File: src/rtl/fir_pkg.sv
// Shared definitions for the FIR filter and its inverse (deconvolution) partner.
package fir_pkg;

    localparam int DATA_W = 32;
    localparam int ACC_W  = 2 * DATA_W;

    typedef logic signed [DATA_W-1:0] sample_t;
    typedef logic signed [ACC_W-1:0]  acc_t;

    typedef enum logic [1:0] {
        IDLE,
        MAC,
        OUT
    } fir_inv_state_t;

    // Default tap set, common to the forward FIR and the inverse filter (monic: tap 0 is 1).
    localparam int DEFAULT_ORDER = 10;
    localparam int DEFAULT_COEFFS [DEFAULT_ORDER] = '{1, 3, 2, 1, -3, 1, -3, -5, 6, 6};

endpackage

File: src/rtl/fir_mac_unit.sv
// Combinational signed multiply-subtract: acc_next = acc - coeff * sample.
module fir_mac_unit
    import fir_pkg::*;
#(
    parameter int DATA_W = fir_pkg::DATA_W,
    parameter int ACC_W  = 2 * DATA_W
) (
    input  logic signed [ACC_W-1:0]  acc,
    input  logic signed [31:0]       coeff,
    input  logic signed [DATA_W-1:0] sample,
    output logic signed [ACC_W-1:0]  acc_next
);

    logic signed [ACC_W-1:0] product;

    // Sign-extend both operands to the accumulator width before multiplying.
    always_comb begin
        product  = ACC_W'(coeff) * ACC_W'(sample);
        acc_next = acc - product;
    end

endmodule

File: src/rtl/fir_inverse_filter.sv
// Inverse of a monic direct-form FIR: x[n] = y[n] - sum_{k>=1} A[k]*x[n-k],
// evaluated with one shared MAC, one tap per cycle, valid/ready on both sides.
module fir_inverse_filter
    import fir_pkg::*;
#(
    parameter int ORDER              = DEFAULT_ORDER,
    parameter int DATA_W             = fir_pkg::DATA_W,
    parameter int A_COEFFS [ORDER]   = DEFAULT_COEFFS
) (
    input  logic              clk,
    input  logic              reset,
    input  logic [DATA_W-1:0] in_data,
    input  logic              in_valid,
    output logic              in_ready,
    input  logic              flush,
    output logic [DATA_W-1:0] out_data,
    output logic              out_valid,
    input  logic              out_ready
);

    localparam int ACC_W  = 2 * DATA_W;
    localparam int K_W    = $clog2(ORDER) + 1;
    localparam int HIST_N = (ORDER > 1) ? ORDER - 1 : 1;
    localparam logic [K_W-1:0] LAST_TAP = K_W'(ORDER - 1);

    if (A_COEFFS[0] != 1) begin : g_monic_check
        $error("fir_inverse_filter: A_COEFFS[0] must be 1");
    end

    fir_inv_state_t           state, state_next;
    logic signed [DATA_W-1:0] hist [HIST_N];
    logic signed [ACC_W-1:0]  acc, acc_next;
    logic [K_W-1:0]           k;
    logic signed [31:0]       coeff;
    logic signed [DATA_W-1:0] tap_sample;
    logic                     accept;

    assign in_ready  = (state == IDLE);
    assign out_valid = (state == OUT);
    assign accept    = in_ready && in_valid && !flush;

    fir_mac_unit #(
        .DATA_W (DATA_W),
        .ACC_W  (ACC_W)
    ) u_mac (
        .acc      (acc),
        .coeff    (coeff),
        .sample   (tap_sample),
        .acc_next (acc_next)
    );

    // Select coefficient A[k] and history sample x[n-k] for the current tap.
    always_comb begin
        coeff      = '0;
        tap_sample = '0;
        for (int unsigned i = 1; i < ORDER; i++) begin
            if (k == K_W'(i)) begin
                coeff      = A_COEFFS[i];
                tap_sample = hist[i-1];
            end
        end
    end

    // State register.
    always_ff @(posedge clk or negedge reset) begin
        if (!reset) begin
            state <= IDLE;
        end else begin
            state <= state_next;
        end
    end

    // Next-state logic: IDLE -> MAC -> OUT -> IDLE (MAC skipped for a single-tap filter).
    always_comb begin
        state_next = state;
        unique case (state)
            IDLE: begin
                if (accept) begin
                    if (ORDER == 1) state_next = OUT;
                    else            state_next = MAC;
                end
            end
            MAC:     if (k == LAST_TAP) state_next = OUT;
            OUT:     if (out_ready)     state_next = IDLE;
            default: state_next = IDLE;
        endcase
    end

    // Datapath: accumulator, tap counter, output register and recovered-sample history.
    always_ff @(posedge clk or negedge reset) begin
        if (!reset) begin
            acc      <= '0;
            k        <= '0;
            out_data <= '0;
            for (int unsigned i = 0; i < HIST_N; i++) hist[i] <= '0;
        end else begin
            unique case (state)
                IDLE: begin
                    if (flush) begin
                        for (int unsigned i = 0; i < HIST_N; i++) hist[i] <= '0;
                    end else if (in_valid) begin
                        acc <= ACC_W'($signed(in_data));
                        k   <= K_W'(1);
                        if (ORDER == 1) out_data <= in_data;
                    end
                end
                MAC: begin
                    acc <= acc_next;
                    k   <= k + K_W'(1);
                    if (k == LAST_TAP) out_data <= acc_next[DATA_W-1:0];
                end
                OUT: begin
                    if (out_ready) begin
                        hist[0] <= out_data;
                        for (int unsigned i = 1; i < HIST_N; i++) hist[i] <= hist[i-1];
                    end
                end
                default: ;
            endcase
        end
    end

endmodule
File: config.mk
export PLATFORM = sky130hd
export DESIGN_NAME = fir_inverse_filter
export DESIGN_NICKNAME = d
export VERILOG_FILES = /design/src/rtl/fir_pkg.sv /design/src/rtl/fir_mac_unit.sv /design/src/rtl/fir_inverse_filter.sv
export SDC_FILE = /design/constraint.sdc
export NUM_CORES = 1
export LEC_CHECK = 0
export ABC_AREA = 1
export CAP_MARGIN = 10
export CORE_UTILIZATION = 50
export CTS_BUF_LIST = sky130_fd_sc_hd__clkbuf_8
export DETAILED_ROUTE_END_ITERATION = 12
export GPL_TIMING_DRIVEN = 1
export PLACE_DENSITY = 0.67
export SYNTH_ARGS = -nofsm -noshare
export SYNTH_HDL_FRONTEND = slang
export SYNTH_SLANG_ARGS = --single-unit
File: constraint.sdc
create_clock -name clk -period 10.6 [get_ports clk]
set_input_delay 3.18 -clock clk [delete_from_list [all_inputs] [get_ports clk]]
set_output_delay 3.18 -clock clk [all_outputs]
set_load 0.05 [all_outputs]
==> results.sh, run 1 <==
export IMPL_status="completed"
export IMPL_grt_max_degree=251
export IMPL_die_h_um=235.5
export IMPL_min_path_type="reg2reg"
export IMPL_antenna_found_initial=2
export IMPL_synth_fa_ha_area_share_pct=25.88
export IMPL_remaining_drc_errors=0
export IMPL_synthTopCellsByArea="dfrtp_1 33%, fa_1 18%, inv_1 9.0%, ha_1 7.7%, o21ai_0 7.5%"
export IMPL_async_flop_share_pct=100.0
export IMPL_grt_pass1_vias=22850
export IMPL_setup_worst_path_end_class="register"
export IMPL_synth_xor_area_share_pct=1.221
export IMPL_tns_ns=0
export IMPL_synth_edf_count=0
export IMPL_synth_seq_cells=357
export IMPL_synth_simple_area_share_pct=15.31
export IMPL_synth_top_area_cell="dfrtp_1"
export IMPL_slew_viol_final=0
export IMPL_htree_levels=3
export IMPL_wl_per_cell_um=20.70
export IMPL_start_util_pct=50.66
export IMPL_cts_tree="built"
export IMPL_worst_pin_slew_ns=1.106
export IMPL_max_stage_delay_ns=0.59
export IMPL_die_w_um=235.5
export IMPL_cpMostUsedCell="fa_1"
export IMPL_coreArea_um2=53810
export IMPL_hpwl_um=60830
export IMPL_row_count=85
export IMPL_num_vias=22460
export IMPL_layout_nets=3679
export IMPL_clkLatencyLatePin_ns=0.66
export IMPL_io_pins=71
export IMPL_wirelength_um=82260
export IMPL_cts_buffers=68
export IMPL_dp_cells=3850
export IMPL_yosysSeqAreaShare_pct=32.77
export IMPL_synth_top_family_by_area="adder cells"
export IMPL_gr_total_overflow=0
export IMPL_cts_root_buf="clkbuf_8"
export IMPL_fmax_mhz=100.7
export IMPL_gp_congestion=0.9656
export IMPL_netlist_area_leader_share_pct=32.77
export IMPL_drt_pass1_iterations=7
export IMPL_critPathArrivalTime_ns=10.48
export IMPL_dieArea_um2=55460
export IMPL_drive_above_1_share_pct=5.403
export IMPL_finalCriticalPeriod_ns=9.933
export IMPL_synth_top_flop_cell="dfrtp_1"
export IMPL_timing_slew_headroom_pct=26.25
export IMPL_final_cells=3974
export IMPL_port_buffers=70
export IMPL_crit_type="reg2reg"
export IMPL_synth_avg_cell_area_um2=8.477
export IMPL_drv_cap=0
export IMPL_syn_nets=3668
export IMPL_synthCells=3216
export IMPL_via_per_inst=5.653
export IMPL_r2r_cells=37
export IMPL_grt_total_usage_pct=30.76
export IMPL_rsz0062_at_grt="no"
export IMPL_fin_worst_skew_ns=0.04068
export IMPL_syn_to_final_growth_pct=10.02
export IMPL_finalCritPeriodShare_pct=93.70
export IMPL_synthMuxAreaShare_pct=0
export IMPL_clock_sinks=357
export IMPL_path_clk_slew_ns=0.06
export IMPL_whs_path_depth=2
export IMPL_cp_required_ns=11.15
export IMPL_detail_route_antenna_nets=0
export IMPL_fillers=4930
export IMPL_synth_compound_area_share_pct=13.18
export IMPL_grt_first_pass_wirelength_um=131800
export IMPL_drt_iter0_markers=2270
export IMPL_ys_types=47
export IMPL_start_kind="register"
export IMPL_worstPathMaxFanout=14
export IMPL_syn_area_um2=27260
export IMPL_setup_viol=0
export IMPL_hold_viol=0
export IMPL_cts_buffer_depth=3
export IMPL_yosys_warnings=0
export IMPL_slowest_stage="fa_1"
synthesized netlist by cell type (all sizes together), types with 26 or more instances:
library cell  instances
a21oi                56
clkbuf              148
nor2                143
o211ai               35
o221ai               31
dfrtp               357
ha                  168
nand3               386
a22oi                26
nand2               370
fa                  247
inv                 669
o21ai               416
cells by family (layout without fill, tap and decap cells):
logic type                 after synthesis  in the layout
AOI/OAI and AO/OA                      628            628
xor gates and xnor gates                38             38
adders and majority gates              416            416
buffers and inverters                  837            897
DFF                                    357            357
other                                    0              2
and+or+nand+nor                        940            940
state kept, by name, indices dropped and copies added, names as in the netlist:
register and count:
k 5, hist 286, acc 32, state 2, out_data 32
critical path, delay by kind of cell, from the launching register on:
kind	cells	cell delay, ns
adder cells (fa/ha/maj)	10	4.87
AO/OA/AOI/OAI	8	1.42
AND/OR/NAND/NOR	15	2.39
buffers and inverters	4	0.71
flip-flops	1	0.40
layer usage:
layer | part of all wire, % | track usage [%] | wire, µm | vias up
met5 | 0.016 | 0 | 13 | -
met4 | 4.1 | 13.49 | 3392 | 2
met3 | 8.1 | 6.285 | 6635 | 149
met2 | 43 | 44.73 | 35630 | 944
met1 | 44 | 44.47 | 36590 | 11010
li1 | - | - | - | 10360
metrics by stage:
step	utilization, %	hold slack (ns)	setup slack (ns)	instance area [µm²]
CTS	55.67	0.4906	0.3894	29960
global placement	52.97	0.4721	0.7086	28500
global route	55.73	0.4979	0.01023	29990
finish	55.74	0.4839	0.6673	29990
detailed placement	52.97	0.4815	0.4152	28500
floorplan	-	0.4553	1.694	27260
timing repair:
action	4_1_cts	5_1_grt
endpoints found under the setup margin	0	9
hold buffers	0	0
resized for setup	0	3
setup buffers	0	3
final cells by class:
| cell class | count | area (µm²) | area share (%) |
|---|---|---|---|
| diodes | 2 | 5.005 | 0.01669 |
| inverters | 672 | 2531 | 8.439 |
| clock inverters | 32 | 255.2 | 0.8510 |
| flip-flops and latches | 357 | 8934 | 29.78 |
| clock buffers | 87 | 1197 | 3.992 |
| repair buffers | 106 | 1001 | 3.337 |
| well taps | 696 | 870.8 | 2.903 |
| multi-input cells | 2022 | 15200 | 50.68 |
cell usage in the layout (no fill, tap or decap), types with 5 or more instances in the layout:
cell	n
xnor2_1	21
buf_4	34
a21o_1	9
inv_2	12
o21bai_1	8
clkbuf_8	87
o22ai_1	6
o21ai_1	7
ha_1	168
xor2_1	17
o211ai_1	35
or2_1	5
a21oi_1	56
o221ai_1	31
a22oi_1	26
nand4_1	15
nand2_2	5
dfrtp_1	357
nor3_1	11
nand3_1	385
inv_1	675
nor2_1	131
o21ai_0	408
fa_1	246
nor2_4	9
nand2_1	364
clkdlybuf4s50_1	69
o2111ai_1	20
path summary, 6_finish.rpt:
path                                       start                       end  slack, ns
max                             k[1]$_DFFE_PN0P_  out_data[29]$_DFFE_PN0P_       0.67
min                        hist[262]$_DFFE_PN0P_     hist[230]$_DFFE_PN0P_       0.48
max reg2reg                     k[1]$_DFFE_PN0P_  out_data[29]$_DFFE_PN0P_       0.67
min reg2reg                hist[262]$_DFFE_PN0P_     hist[230]$_DFFE_PN0P_       0.48
max in group asynchronous                  reset       acc[22]$_DFFE_PN0P_       6.69
min in group asynchronous                  reset      hist[85]$_DFFE_PN0P_       2.51
Power of run 1 is left out: the tool's default activity adds up to more than one toggle a clock period on the data nets, which glitch-free logic cannot reach.
==> run 2: changes to the inputs <==
Settings changed: CTS_CLUSTER_SIZE set to 8, SETUP_SLACK_MARGIN set to 0.1.
==> run 2 against run 1 <==
  * Worst setup slack improved by 0.016 ns
  * Final cell count barely moved
  * Worst hold slack got worse by 0.0013 ns
  * Critical path type unchanged
  * Register-to-register slack gained 0.02 ns
==> results.sh, run 2 (same netlist as run 1, synthesis figures left out) <==
export IMPL_status="completed"
export IMPL_port_buffers=70
export IMPL_remaining_drc_errors=0
export IMPL_timing_slew_headroom_pct=25.94
export IMPL_rsz0062_at_grt="no"
export IMPL_grt_total_usage_pct=30.80
export IMPL_cpMostUsedCell="fa_1"
export IMPL_largest_register="hist"
export IMPL_fin_worst_skew_ns=0.04258
export IMPL_cts_root_buf="clkbuf_8"
export IMPL_setup_ws_ns=0.6837
export IMPL_fillers=4937
export IMPL_coreArea_um2=53810
export IMPL_dpl_worst_slack_ns=0.4152
export IMPL_whs_path_depth=2
export IMPL_wl_per_cell_um=20.70
export IMPL_detail_route_antenna_nets=0
export IMPL_reg2reg_slack_ns=0.68
export IMPL_fmax_mhz=100.8
export IMPL_finalCriticalPeriod_ns=9.916
export IMPL_crit_type="reg2reg"
export IMPL_clock_sinks=357
export IMPL_gp_congestion=0.9656
export IMPL_max_stage_delay_ns=0.80
export IMPL_finalCritPeriodShare_pct=93.55
export IMPL_via_per_inst=5.641
export IMPL_grt_first_pass_wirelength_um=131900
export IMPL_slowest_stage="inv_1"
export IMPL_die_w_um=235.5
export IMPL_cp_required_ns=11.12
export IMPL_finish_instance_area_um2=30000
export IMPL_io_pins=71
export IMPL_worstPathMaxFanout=27
export IMPL_hold_start="hist[262]$_DFFE_PN0P_"
export IMPL_die_h_um=235.5
export IMPL_gr_total_overflow=0
export IMPL_layout_nets=3684
export IMPL_cts_buffers=68
export IMPL_clkLatencyLatePin_ns=0.66
export IMPL_r2r_cells=35
export IMPL_row_count=85
export IMPL_num_vias=22430
export IMPL_worst_pin_slew_ns=1.111
export IMPL_antenna_found_initial=2
export IMPL_setup_worst_path_end_class="register"
export IMPL_dieArea_um2=55460
export IMPL_drv_cap=0
export IMPL_syn_to_final_growth_pct=10.04
export IMPL_final_cell_mix="677 x inv_1, 408 x o21ai_0, 385 x nand3_1, 364 x nand2_1, 357 x dfrtp_1"
export IMPL_place_area_um2=28500
export IMPL_drive_above_1_share_pct=5.430
export IMPL_setup_viol=0
export IMPL_r2r_start="k[0]$_DFFE_PN0P_"
export IMPL_grt_max_degree=251
export IMPL_path_clk_slew_ns=0.07
export IMPL_critPathArrivalTime_ns=10.44
export IMPL_reg_top3="hist (286), acc (32), out_data (32)"
export IMPL_drt_pass1_iterations=6
export IMPL_cts_buffer_depth=3
export IMPL_hold_viol=0
export IMPL_htree_levels=3
export IMPL_start_kind="register"
export IMPL_cts_tree="built"
export IMPL_drt_iter0_markers=2414
export IMPL_min_to="hist[230]$_DFFE_PN0P_"
export IMPL_largest_reg_flops=286
export IMPL_min_path_type="reg2reg"
export IMPL_grt_pass1_vias=22870
export IMPL_r2r_end="acc[17]$_DFFE_PN0P_"
export IMPL_tns_ns=0
export IMPL_final_common_cell="inv_1"
export IMPL_start_util_pct=50.66
export IMPL_wirelength_um=82310
export IMPL_hpwl_um=60830
export IMPL_slew_viol_final=0
==> run 2: cell types whose count changed in the layout (fill, tap and decap cells not counted), sizes merged <==
| cell | delta |
|---|---|
| buf | +5 |
| clkbuf | -5 |
| inv | +3 |
| clkinvlp | -1 |
==> run 2: worst max path at each step <==
stage                                start                  endpoint  cells after the start
after floorplan           k[0]$_DFFE_PN0P_  out_data[29]$_DFFE_PN0P_                     42
after global placement    k[1]$_DFFE_PN0P_       acc[17]$_DFFE_PN0P_                     36
after detailed placement  k[0]$_DFFE_PN0P_  out_data[29]$_DFFE_PN0P_                     38
after CTS                 k[0]$_DFFE_PN0P_  out_data[29]$_DFFE_PN0P_                     38
after global routing      k[0]$_DFFE_PN0P_  out_data[29]$_DFFE_PN0P_                     38
final                     k[0]$_DFFE_PN0P_       acc[17]$_DFFE_PN0P_                     35
==> run 2: metrics by stage <==
step	utilization [%]	hold slack, ns	std cells
after detailed placement	52.97	0.4815	3850
after CTS	55.55	0.4867	3966
after floorplan	-	0.4553	3216
final	55.75	0.4826	3976
after global routing	55.74	0.5116	3975
after global placement	52.97	0.4721	3850
==> run 2: layout make-up <==
cell class,instances,area [µm²],share of cell area (%)
Timing Repair Buffer,111,1064,3.545
Inverter,672,2535,8.450
Antenna cell,2,5.005,0.01668
Tap cell,696,870.8,2.903
Clock inverter,34,260.3,0.8675
Sequential cell,357,8934,29.78
Clock buffer,82,1129,3.762
Multi-Input combinational cell,2022,15200,50.68
==> run 2: what timing repair did <==
| action | in CTS | in global routing |
|---|---|---|
| gates resized for setup | 0 | 5 |
| hold buffers | 0 | 0 |
| setup endpoints to repair | 0 | 17 |
| buffers inserted | 0 | 8 |
==> run 2: routing by layer <==
metal | vias up | track usage [%] | part of all wire [%]
met5 | - | 0 | 0.016
met4 | 2 | 13.35 | 4.3
met3 | 168 | 6.344 | 7.7
met2 | 883 | 44.93 | 43
met1 | 11000 | 44.44 | 45
li1 | 10380 | - | -
==> run 2: critical path: cells and delay by family, from the launching register on <==
family,cells,cell delay [ns]
DFF,1,0.38
AOI/OAI and AO/OA,11,2.66
and+or+nand+nor,8,0.91
adders and majority gates,10,4.27
buffers and inverters,6,1.51
Power of run 2 is left out for the same reason.
